`config.mk`:
```
export PLATFORM = sky130hd
export DESIGN_NAME = acc_proc_param
export DESIGN_NICKNAME = d
export VERILOG_FILES = /design/src/rtl/acc_proc_param.sv
export SDC_FILE = /design/constraint.sdc
export NUM_CORES = 1
export LEC_CHECK = 0
export CAP_MARGIN = 20
export CORE_ASPECT_RATIO = 1.2
export CORE_UTILIZATION = 60
export DETAILED_ROUTE_END_ITERATION = 8
export GPL_TIMING_DRIVEN = 0
export PLACE_DENSITY = 0.78
export SYNTH_ARGS = -nofsm -noshare
export SYNTH_HDL_FRONTEND = slang
export SYNTH_SLANG_ARGS = --single-unit
```
`constraint.sdc`:
```
create_clock -name clk -period 7.82 [get_ports clk]
set_input_delay 0.782 -clock clk [delete_from_list [all_inputs] [get_ports clk]]
set_output_delay 0.782 -clock clk [all_outputs]
set_load 0.02 [all_outputs]
```
`src/rtl/acc_proc_param.sv`:
```
// acc_proc_param: parametrised accumulator processor with an 8-op ISA,
// zero/carry flags, start/busy/done handshake and a program-load port.
// Ports:
//   clk, rst (sync, active-high)
//   start             begin execution at address 0 (ignored while busy)
//   prog_we/adr/din   program-port write (ignored while busy)
//   prog_dout         mem[prog_adr], combinational
//   busy, done        FETCH/EXEC and DONE state indicators
//   acc, pc, zf, cf   architectural state
//   mem_adr, mem_rd, mem_wr  memory bus observation
module acc_proc_param #(
    parameter int DW = 8,
    parameter int AW = 5
) (
    input  logic          clk,
    input  logic          rst,
    input  logic          start,
    input  logic          prog_we,
    input  logic [AW-1:0] prog_adr,
    input  logic [DW-1:0] prog_din,
    output logic [DW-1:0] prog_dout,
    output logic          busy,
    output logic          done,
    output logic [DW-1:0] acc,
    output logic [AW-1:0] pc,
    output logic          zf,
    output logic          cf,
    output logic [AW-1:0] mem_adr,
    output logic          mem_rd,
    output logic          mem_wr
);

    localparam int DEPTH = 1 << AW;

    localparam logic [2:0] OP_LDA = 3'd0;
    localparam logic [2:0] OP_STA = 3'd1;
    localparam logic [2:0] OP_ADD = 3'd2;
    localparam logic [2:0] OP_SUB = 3'd3;
    localparam logic [2:0] OP_AND = 3'd4;
    localparam logic [2:0] OP_JMP = 3'd5;
    localparam logic [2:0] OP_JZ  = 3'd6;
    localparam logic [2:0] OP_HLT = 3'd7;

    typedef enum logic [1:0] {IDLE, FETCH, EXEC, DONE} state_t;

    state_t        state, state_n;
    logic [DW-1:0] mem [DEPTH];
    logic [DW-1:0] ir, ir_n, acc_n;
    logic [AW-1:0] pc_n;
    logic          zf_n, cf_n;
    logic [DW-1:0] wdata, mem_q, opnd;
    logic [DW:0]   sum;
    logic [2:0]    op;
    logic [AW-1:0] ir_adr;
    logic          is_sub;

    assign op     = ir[DW-1 -: 3];
    assign ir_adr = ir[AW-1:0];
    assign is_sub = (op == OP_SUB);

    assign mem_q     = mem[mem_adr];
    assign prog_dout = mem[prog_adr];

    // SUB is acc + ~M + 1 so the carry out doubles as "no borrow".
    assign opnd = is_sub ? ~mem_q : mem_q;
    assign sum  = {1'b0, acc} + {1'b0, opnd} + {{DW{1'b0}}, is_sub};

    assign busy = (state == FETCH) || (state == EXEC);
    assign done = (state == DONE);

    // Memory bus steering; program port owns the bus only when not busy.
    always_comb begin
        mem_adr = prog_adr;
        mem_rd  = 1'b0;
        mem_wr  = prog_we;
        wdata   = prog_din;
        unique case (state)
            FETCH: begin
                mem_adr = pc;
                mem_rd  = 1'b1;
                mem_wr  = 1'b0;
            end
            EXEC: begin
                mem_adr = ir_adr;
                mem_rd  = (op == OP_LDA) || (op == OP_ADD) ||
                          (op == OP_SUB) || (op == OP_AND);
                mem_wr  = (op == OP_STA);
                wdata   = acc;
            end
            default: ;
        endcase
    end

    always_comb begin
        state_n = state;
        pc_n    = pc;
        acc_n   = acc;
        ir_n    = ir;
        zf_n    = zf;
        cf_n    = cf;
        unique case (state)
            IDLE, DONE: begin
                if (start) begin
                    state_n = FETCH;
                    pc_n    = '0;
                    acc_n   = '0;
                    ir_n    = '0;
                    zf_n    = 1'b0;
                    cf_n    = 1'b0;
                end
            end
            FETCH: begin
                ir_n    = mem_q;
                pc_n    = pc + AW'(1);
                state_n = EXEC;
            end
            EXEC: begin
                state_n = FETCH;
                unique case (op)
                    OP_LDA: begin
                        acc_n = mem_q;
                        zf_n  = (mem_q == '0);
                    end
                    OP_STA: ;
                    OP_ADD, OP_SUB: begin
                        acc_n = sum[DW-1:0];
                        zf_n  = (sum[DW-1:0] == '0);
                        cf_n  = sum[DW];
                    end
                    OP_AND: begin
                        acc_n = acc & mem_q;
                        zf_n  = ((acc & mem_q) == '0);
                    end
                    OP_JMP: pc_n = ir_adr;
                    OP_JZ:  if (zf) pc_n = ir_adr;
                    OP_HLT: state_n = DONE;
                endcase
            end
        endcase
    end

    always_ff @(posedge clk) begin
        if (rst) begin
            state <= IDLE;
            pc    <= '0;
            acc   <= '0;
            ir    <= '0;
            zf    <= 1'b0;
            cf    <= 1'b0;
        end else begin
            state <= state_n;
            pc    <= pc_n;
            acc   <= acc_n;
            ir    <= ir_n;
            zf    <= zf_n;
            cf    <= cf_n;
        end
    end

    // Memory is never cleared; a write coinciding with rst is dropped.
    always_ff @(posedge clk) begin
        if (!rst && mem_wr)
            mem[mem_adr] <= wdata;
    end

endmodule

```
Word level (Yosys, flattened, before mapping)
Memory sizes are Yosys's and may differ from the RTL's.
Index checks and enable logic that the tools add are counted.
{"block": "classes", "n_reduce_logical": 19, "bitwise": 2, "eq_ne": 15, "mux": 23, "n_addsub": 3}
{"cell": "$pmux W8 S2", "n": 2}
{"cell": "$logic_not A8 Y1", "n": 3}
{"cell": "$mux W8", "n": 3}
{"cell": "$pmux W8 S3", "n": 1}
{"cell": "$pmux W5 S2", "n": 2}
{"cell": "$pmux W5 S3", "n": 1}
{"cell": "$eq A3 B3 Y1 const B", "n": 4}
{"cell": "$mux W5", "n": 2}
{"cell": "$add A8 B8 Y9", "n": 1}
{"cell": "$add A9 B1 Y9", "n": 1}
{"cell": "$reduce_and A3 Y1", "n": 3}
{"cell": "$and A8 B8 Y8", "n": 1}
{"cell": "$not A8 Y8", "n": 1}
{"cell": "$pmux W1 S2", "n": 4}
{"cell": "$eq A3 B2 Y1 const B", "n": 2}
{"cell": "$pmux W2 S3", "n": 1}
{"cell": "$add A5 B1 Y5 const B", "n": 1}
{"cell": "$eq A2 B2 Y1 const B", "n": 2}
{"cell": "$logic_or A1 B1 Y1", "n": 4}
{"cell": "$mux W1", "n": 4}
{"cell": "$mux W2", "n": 2}
{"cell": "$ne A4 B1 Y1 const B", "n": 1}
{"cell": "$reduce_bool A2 Y1", "n": 2}
{"cell": "$reduce_or A2 Y1", "n": 2}
{"cell": "other kinds (12)", "n": 12}
{"block": "totals", "word_cells": 69, "output_inout_bits": 32, "ram_bits": 256, "reg_bits": 25, "inputBits": 17, "n_memories": 1}
{"name": "mem", "depth": 32, "word_bits": 8, "read_ports": 2, "rd_ports_with_merged_regs": 0, "write_ports": 1, "line": "47", "text": "logic [DW-1:0] mem [DEPTH];"}

Logic depth before layout (Yosys ltp)
Gate-level depths: netlist of run 1.
An unclocked memory read counts as a cell.
{"block": "logic_depth", "word_depth": 10, "mapped_depth": 28, "mapped_depth_nobuf": 23}

Worst setup path before layout of run 1
No wires, ideal clock.
{"block": "synth_timing", "path_kind": "reg2reg", "start": "reg state[0]", "end": "reg zf", "path_buffers": 6, "required_time_ns": 7.734, "setup_time_ns": 0.086, "period_less_slack_ns": 4.486, "slack_ns": 3.334, "t_arrival_ns": 4.399, "path_stages_with_launch": 25, "cell_sequence": "dfxtp_1 > inv_1 > ha_1 > buf_2 > a221o_1 > nand2_2 > inv_2 > buf_6 > buf_4 > buf_1 > buf_1 > nand3_1 > a21oi_1 > nor2_1 > nand4_1 > xnor2_1 > ha_1 > clkbuf_1 > a21oi_1 > o21bai_1 > a21oi_1 > xnor2_1 > a2111oi_0 > nand4b_1 > a221oi_2"}
{"block": "synth_between", "elab_chain_cells": 10, "word_cells_on_any_way": 21, "classes_between": "add/sub: 2; eq/ne: 5; mux: 4; bitwise: 2; reduce/logical: 7; memory: 1"}
{"element": "start: declaration", "line": "46", "text": "state_t state, state_n;"}
{"element": "start signal: assignment", "line": "151", "text": "state <= state_n;"}
{"element": "$eq A2 B2 Y1 or $eq A2 B1 Y1 (tied branches)", "line": "77", "text": "unique case (state)"}
{"element": "$pmux W5 S2 (*)", "line": "77"}
{"element": "net mem_adr[0]", "line": "28", "text": "output logic [AW-1:0] mem_adr,"}
{"element": "$mem_v2 Z32 W8 (*)"}
{"element": "$not A8 Y8", "line": "65", "text": "assign opnd = is_sub ? ~mem_q : mem_q;"}
{"element": "$mux W8", "line": "65"}
{"element": "$add A8 B8 Y9", "line": "66", "text": "assign sum = {1'b0, acc} + {1'b0, opnd} + {{DW{1'b0}}, is_sub};"}
{"element": "$add A9 B1 Y9", "line": "66"}
{"element": "$logic_not A8 Y1", "line": "127", "text": "zf_n = (sum[DW-1:0] == '0);"}
{"element": "$pmux W1 S3 (*)", "line": "119", "text": "unique case (op)"}
{"element": "$pmux W1 S2 (*)", "line": "101", "text": "unique case (state)"}
{"element": "end signal: assignment", "line": "155", "text": "zf <= zf_n;"}
{"element": "end: declaration", "line": "26", "text": "output logic zf,"}
Mark *: on every way through the listed nets, which the timed path passes. The rest lies on a longest branch.
A chain may end at the register's enable or synchronous reset.

Final worst setup path of run 1
{"block": "layout_timing", "start": "reg state[0]", "end": "reg zf"}
{"block": "layout_between", "elab_chain_cells": 10, "word_cells_on_any_way": 21, "classes_between": "add/sub: 2; eq/ne: 5; mux: 4; bitwise: 2; reduce/logical: 7; memory: 1"}
{"element": "$eq A2 B2 Y1 or $eq A2 B1 Y1 (tied branches)", "line": "77, 101"}
{"element": "$pmux W5 S2", "line": "77"}
{"element": "$mem_v2 Z32 W8"}
{"element": "$not A8 Y8", "line": "65"}
{"element": "$mux W8", "line": "65"}
{"element": "$add A8 B8 Y9", "line": "66"}
{"element": "$add A9 B1 Y9", "line": "66"}
{"element": "$logic_not A8 Y1", "line": "127"}
{"element": "$pmux W1 S3", "line": "119"}
{"element": "$pmux W1 S2", "line": "101"}
Several ways; a longest one is shown, not always the timed one.

==> results of run 1 <==
## critical path, delay by kind of cell (launching register included)
kind            cells  cell delay, ps
fa+ha+maj           2             570
simple gates        5            1190
flops               1             420
buf+inv             9            1880
compound gates      7            1710
xor+xnor            2             530
## power by group through the flow
stage	sequential (W)	combinational [W]	clock, W
finish	0.00169	0.000970	0.00150
CTS	0.00169	0.000933	0.00149
global placement	0.00172	0.000909	0
global route	0.00169	0.00102	0.00155
detailed placement	0.00172	0.000925	0
floorplan	0.00172	0.000606	0
## metrics by stage
stage                     hold slack (ps)  power (W)  setup slack [ps]    util
after global placement              519.1   0.002627              1385  0.6504
final                               543.0   0.004162              1412  0.6964
after global routing                571.5   0.004259              1227  0.6964
after detailed placement            527.3   0.002644              1331  0.6504
after floorplan                     477.8   0.002322              3334       -
after CTS                           541.1   0.004114              1598  0.6938
## metal layers
metal / vias up / wire, microns / part of all wire / global-route usage
met1: 5374 / 14950 / 0.34 / 0.4738
met5: - / 0 / 0 / 0
met4: 0 / 2942 / 0.067 / 0.2300
li1: 4592 / - / - / -
met2: 973 / 20780 / 0.47 / 0.6021
met3: 217 / 5133 / 0.12 / 0.06353
## cell families (layout without fill, tap and decap cells)
group                    after synthesis  after routing  synth area share
multiplexers                         108            108            0.1541
flip-flops                           281            281            0.5724
AND/OR/NAND/NOR                      500            500            0.1478
XOR/XNOR                              15             15          0.009184
buffers and inverters                103            203           0.03140
AO/OA/AOI/OAI                        160            160           0.07233
adder cells (fa/ha/maj)               14             14           0.01277
## path summary, 6_finish.rpt
kind                              start            endpoint  slack, ps  depth (start not counted)
setup reg to reg  state[0]$_SDFFE_PP0P_     zf$_SDFFE_PP0P_       1410                         25
hold / removal       ir[4]$_SDFFE_PP0P_  ir[4]$_SDFFE_PP0P_        540                          2
hold reg to reg      ir[4]$_SDFFE_PP0P_  ir[4]$_SDFFE_PP0P_        540                          2
setup / recovery  state[0]$_SDFFE_PP0P_     zf$_SDFFE_PP0P_       1410                         25
## layout by cell type, fill, tap and decap left out, types with 11 or more instances in the layout
cell,count
sky130_fd_sc_hd__inv_1,19
sky130_fd_sc_hd__xnor2_1,13
sky130_fd_sc_hd__edfxtp_1,256
sky130_fd_sc_hd__a22oi_1,13
sky130_fd_sc_hd__clkbuf_16,29
sky130_fd_sc_hd__nand2_1,254
sky130_fd_sc_hd__buf_1,21
sky130_fd_sc_hd__mux2_2,18
sky130_fd_sc_hd__ha_1,13
sky130_fd_sc_hd__nor2_1,97
sky130_fd_sc_hd__o21ai_0,12
sky130_fd_sc_hd__clkbuf_1,44
sky130_fd_sc_hd__clkdlybuf4s50_1,44
sky130_fd_sc_hd__a21oi_1,84
sky130_fd_sc_hd__nor3_1,12
sky130_fd_sc_hd__dfxtp_1,25
sky130_fd_sc_hd__nand3_1,112
sky130_fd_sc_hd__mux4_2,88
sky130_fd_sc_hd__buf_2,11
## sequential cells by signal, indices dropped and copies added (netlist names)
register and flops:
cf 1, pc 5, acc 8, state 2
mem 256, zf 1, ir 8
## area by class of cell
| cell class | instances | share of cell area |
|---|---|---|
| sequential | 281 | 0.5051 |
| buffer | 80 | 0.02238 |
| clock inverter | 19 | 0.01675 |
| tap | 315 | 0.02431 |
| multi-input combinational | 797 | 0.3496 |
| timing repair buffer | 48 | 0.03087 |
| inverter | 23 | 0.005325 |
| clock buffer | 33 | 0.04569 |
==> metrics.md, run 1 <==
| Metric | Value |
|---|---|
| Sw Share | `0.3063` |
| Effective utilization at floorplan | `0.6145` |
| Slew headroom | `0.2878` |
| Sequential cell area | `8188 sq um` |
| Net count, final | `1291` |
| Area after DPL | `15140 sq um` |
| Synth Instances | `1181` |
| Die X-Extent | `143.0 microns` |
| Area share of the largest cell type after synthesis | `0.5374` |
| Clock Path Buffers | `3` |
| Count of flip-flops with a built-in enable after synthesis | `256` |
| Die Y | `~170 microns` |
| CTS sink cnt | `281` |
| Clock buffers created by TritonCTS | `29` |
| Number of warnings printed during yosys synthesis | `0` |
| Maximum fanout encountered on the critical timing path | `10` |
| Number of synthesized register bits | `281` |
| Crit path required time | `8290 ps` |
| Combinational fraction of design power | `0.233` |
| IR Drop Worst-Case VDD | `around 190 uV` |
| Worst path most repeated cell | `sky130_fd_sc_hd__a21oi_1` |
| Maximum capacitance violations | `0` |
| Async set-or-reset flop fraction in the synthesized netlist | `0` |
| Largest cells by area after synthesis | `sky130_fd_sc_hd__edfxtp_1 54%, sky130_fd_sc_hd__mux4_2 14%, sky130_fd_sc_hd__nand2_1 6.7%` |
| H-tree Lvls | `1` |
| Hold Path Class | `register to register` |
| Number of failing hold endpoints at the final stage | `0` |
| Mean number of vias per cell | `6.990` |
| Number of fill cells | `1629` |
| Arrival time at the worst endpoint | `6880 ps` |
| Antenna violations before repair | `0` |
| Worst Skew | `12.84 ps` |
| Upper clock frequency limit | `approximately 160 MHz` |
| Port Buf Inserts | `44` |
| Crit path max-delay cell type | `sky130_fd_sc_hd__nand4_1` |
| Wire length of the first global-routing pass | `between 60000 and 70000 microns` |
| Routability-driven placement congestion ratio | `roughly 0.97` |
| Startpoint class of the critical path | `register` |
| Non-Filler Cell Area, Final | `16210 sq um` |
| Multi-input combinational cell area | `5668 sq um` |
| Largest net degree at the start of global routing | `33` |
| Quantity of gates resized following cts | `0` |
| Net switching power of the design | `0.001275 W` |
| Vias in the first global route | `10913` |
| Most used flip-flop cell after synthesis | `sky130_fd_sc_hd__edfxtp_1` |
| Most frequent cells after synthesis | `256 x sky130_fd_sc_hd__edfxtp_1, 254 x sky130_fd_sc_hd__nand2_1, 112 x sky130_fd_sc_hd__nand3_1` |
| Slew at the pin closest to its max-slew limit | `approximately 1100 ps` |
| DR iter-0 viols | `1594` |
| Unrepaired setup endpoints after global routing | `false` |
| Global-route congestion overflow total | `0` |
| Count of nets left with antenna violations after detail routing | `0` |
| Final period util | `0.8195` |
| Syn avg cell area | `~12 sq um` |
| Cell Pwr Density | `roughly 260 nW/um^2` |
| IO Count | `about 50` |
| DR WL/cell | `27.45 microns` |
| Finished Layout Cells | `around 1600` |
| Net Count, Synth | `1212` |
| Internal power summed over all cells | `0.002887 W` |
| Layout cells sized above 1 | `0.1421` |
| Final total negative setup slack | `0 ps` |
| GR Util All Layers | `0.3733` |
| Cell type with the highest aggregate area in the netlist | `sky130_fd_sc_hd__edfxtp_1` |
| Number of vias in the routed layout | `11156` |
| Class of the most critical setup path | `register to register` |
| Post-DP HPWL | `30710 microns` |
| Number of max-slew violations in the final report | `0` |
| Max stage delay on crit path | `570 ps` |
| Total of hold buffers inserted after clock tree synthesis | `0` |
| Clock transition at the registers of the reported paths | `70 ps` |
| Netlist Area Pre-Place | `~14000 sq um` |
| Drt first pass iters | `8` |
| Total wire length | `roughly 44000 microns` |
| Antenna fix cells | `0` |
| Part of the total power dissipated in the clock network | `0.361` |
| Synthesis-to-finish area growth | `13.33%` |
| Setup-failing EPs final | `0` |
| Cell at the root of the clock tree | `sky130_fd_sc_hd__clkbuf_16` |
| Leak | `5.489 nW` |
| Core Region | `around 23000 sq um` |
| Total Die Area | `between 20000 and 25000 sq um` |
| Shortest period the worst path allows | `6408 ps` |
| CTS tree | `yes` |
| Number of rows in the core area | `61` |
| DR DRC count | `0` |
| Worst Setup End Kind | `register` |
| Status | `finished, final reports clean` |
| Most frequent cell after synthesis | `sky130_fd_sc_hd__edfxtp_1` |
| Part of the Yosys area used for sequential elements | `0.5724` |
| Number of distinct library cells after synthesis | `approximately 60` |
| Clk Latency, worst-skew pair | `560 ps` |
| Post-CTS setup buffer count | `0` |
| Flop pwr share | `0.406` |
| Placed insts | `about 1500` |
No activity file was read; power rests on OpenSTA's default activity.
==> run 2, diff against run 1 <==
clock period = 6.3 ns   (was 7.82 ns; I/O delays follow)
==> run 2 against run 1 <==
  * Cell count about the same
  * Fmax grew 6.3%
  * Hold slack lost 1.5 ps
  * Clock power increased by 24%
  * Largest power group unchanged
==> metrics.md, run 2 (synthesized netlist as in run 1, its figures left out) <==
| Metric | Value |
|---|---|
| Hold Path Class | `register to register` |
| Number of vias in the routed layout | `11083 (-0.65%)` |
| Crit path max-delay cell type | `sky130_fd_sc_hd__clkbuf_1` |
| Worst Setup End Kind | `register` |
| Final period util | `0.9566 (+0.1371)` |
| Leading cell types in the layout, fill and taps excluded | `256 x sky130_fd_sc_hd__edfxtp_1, 254 x sky130_fd_sc_hd__nand2_1, 112 x sky130_fd_sc_hd__nand3_1` |
| Startpoint class of the critical path | `register` |
| Worst slack after detailed placement | `-36.60 ps (-1368 ps)` |
| Sw Share | `0.3058 (-0.0004658)` |
| Internal power summed over all cells | `0.003596 W (+25%)` |
| Die X-Extent | `143.0 microns (unchanged)` |
| Antenna violations before repair | `0 (unchanged)` |
| Drt first pass iters | `8 (unchanged)` |
| Worst Skew | `12.87 ps (+0.03490 ps)` |
| Start point of the critical path | `state[0]$_SDFFE_PP0P_` |
| Arrival time at the worst endpoint | `6500 ps (-380 ps)` |
| Routability-driven placement congestion ratio | `0.9677 (unchanged)` |
| Class of the most critical setup path | `register to register` |
| Part of the total power dissipated in the clock network | `0.360 (about the same)` |
| Net switching power of the design | `0.001584 W (+24%)` |
| Effective utilization at floorplan | `0.6145 (unchanged)` |
| Vias in the first global route | `10915 (+0.018%)` |
| Count of nets left with antenna violations after detail routing | `0 (unchanged)` |
| Leak | `5.498 nW (+0.17%)` |
| Layout cells sized above 1 | `0.1427 (+0.0006692)` |
| Max stage delay on crit path | `600 ps (+30 ps)` |
| Total wire length | `43930 microns (+0.29%)` |
| Largest net degree at the start of global routing | `33 (unchanged)` |
| Length in cells of the worst reg-to-reg path | `24 (-4.0%)` |
| Maximum capacitance violations | `0 (unchanged)` |
| Mean number of vias per cell | `6.940 (-0.72%)` |
| Port Buf Inserts | `44 (unchanged)` |
| Unrepaired setup endpoints after global routing | `false` |
| Cell Pwr Density | `319.1 nW/um^2 (+24%)` |
| Leading cell type in the layout, fill and taps excluded | `sky130_fd_sc_hd__edfxtp_1` |
| Clk Latency, worst-skew pair | `560 ps (about the same)` |
| Cell at the root of the clock tree | `sky130_fd_sc_hd__clkbuf_16` |
| Total of hold buffers inserted after clock tree synthesis | `0 (unchanged)` |
| Power Total | `0.005180 W (+24%)` |
| Clock Path Buffers | `3 (unchanged)` |
| Post-DP HPWL | `30710 microns (unchanged)` |
| CTS tree | `yes` |
| Worst Setup Slack, final | `273.6 ps (-1138 ps)` |
| Maximum fanout encountered on the critical timing path | `10 (unchanged)` |
| Crit path required time | `6770 ps (-1520 ps)` |
| Wire length of the first global-routing pass | `65340 microns (about the same)` |
| IO Count | `49 (unchanged)` |
| Upper clock frequency limit | `165.9 MHz (+6.3%)` |
| Clock buffers created by TritonCTS | `29 (unchanged)` |
| Worst path most repeated cell | `sky130_fd_sc_hd__a21oi_1` |
| Setup-failing EPs final | `0 (unchanged)` |
| Shortest period the worst path allows | `6026 ps (-381.9 ps)` |
| Net count, final | `1292 (+0.077%)` |
| Die Y | `171.1 microns (unchanged)` |
| H-tree Lvls | `1 (unchanged)` |
| Antenna fix cells | `0 (unchanged)` |
| Number of rows in the core area | `61 (unchanged)` |
| GR Util All Layers | `0.3734 (about the same)` |
| Slew at the pin closest to its max-slew limit | `1053 ps (-14.85 ps)` |
| Largest registers in the final layout | `mem: 256 flops, acc: 8 flops, ir: 8 flops` |
| Worst-path cell chain | `inv_1, ha_1, buf_2, o21a_1, buf_4, inv_2, buf_6, buf_6, clkbuf_1, nand2_1, nand3_1, a21oi_1, nor2_1, nand4_1, xnor2_1, fa_1, a21o_1, a21oi_1, o21bai_1, a21oi_1, xnor2_1, a2111oi_0, nand4b_1, a221oi_2` |
| Global-route congestion overflow total | `0 (unchanged)` |
| Clock transition at the registers of the reported paths | `70 ps (about the same)` |
| Hold Path Depth | `2 (unchanged)` |
| Biggest register | `mem` |
| Startpoint of the tightest hold check path | `ir[4]$_SDFFE_PP0P_` |
| Number of failing hold endpoints at the final stage | `0 (unchanged)` |
| DR WL/cell | `27.51 microns (+0.23%)` |
| Worst flop-to-flop path startpoint | `state[0]$_SDFFE_PP0P_` |
| Combinational fraction of design power | `0.235 (+0.002)` |
| Number of max-slew violations in the final report | `0 (unchanged)` |
| Status | `finished, final reports clean` |
| Post-CTS setup buffer count | `0 (unchanged)` |
| Quantity of gates resized following cts | `0 (unchanged)` |
| Core Region | `23280 sq um (unchanged)` |
| DR iter-0 viols | `1482 (-7.0%)` |
| CTS sink cnt | `281 (unchanged)` |
| Slew headroom | `0.2977 (+0.009901)` |
| Flip-flop count of the largest register after layout | `256 (unchanged)` |
| Total Die Area | `24470 sq um (unchanged)` |
| IR Drop Worst-Case VDD | `237.4 uV (+25%)` |
| Flop pwr share | `0.405 (about the same)` |
| Synthesis-to-finish area growth | `13.47%` |
| DR DRC count | `0 (unchanged)` |
## run 2: cell count changes in the layout (fill, tap and decap cells not counted), sizes merged
| cell | delta |
|---|---|
| buf | +1 |
## run 2: final cells by class
class,instances,area (sq um)
plain buffers,80,362.8
flip-flops and latches,281,8188
fillers,1627,7047
clock inverters,19,271.5
clock buffers,33,740.7
well taps,315,394.1
inverters,23,86.33
repair buffers,49,520.5
multi-input cells,797,5668
## run 2: path summary, 6_finish.rpt
kind                                           end  slack (ps)
worst max register to register     zf$_SDFFE_PP0P_         270
worst min register to register  ir[4]$_SDFFE_PP0P_         540
worst max-delay path               zf$_SDFFE_PP0P_         270
worst min-delay path            ir[4]$_SDFFE_PP0P_         540
## run 2: layer usage
layer	track usage	vias up	wire length (microns)
met5	0	-	0
met4	0.2295	0	2818
met3	0.06465	207	5237
met2	0.6023	954	20960
met1	0.4734	5333	14910
li1	-	4589	-
## run 2: power groups by stage
stage	Clock [W]	Sequential, W	Combinational [W]
after global routing	0.00192	0.00210	0.00128
after CTS	0.00185	0.00209	0.00116
after floorplan	0	0.00213	0.000752
after detailed placement	0	0.00213	0.00115
final	0.00186	0.00210	0.00122
after global placement	0	0.00213	0.00113
## run 2: through the flow
step | instance area [sq um] | TNS, ps | std cells | hold slack [ps] | util
after CTS | 16150 | 0 | 1592 | 541.1 | 0.6938
after detailed placement | 15140 | -36.60 | 1540 | 527.3 | 0.6504
final | 16230 | 0 | 1597 | 541.5 | 0.6973
after global routing | 16230 | 0 | 1597 | 571.5 | 0.6973
after floorplan | 14310 | 0 | 1181 | 477.8 | -
after global placement | 15140 | 0 | 1540 | 519.1 | 0.6504
## run 2: critical path: cells and delay by family (launching register included)
kind	cells	cell delay [ps]
compound gates	8	1870
flops	1	410
buf+inv	7	1450
fa+ha+maj	2	720
simple gates	5	1030
xor+xnor	2	450
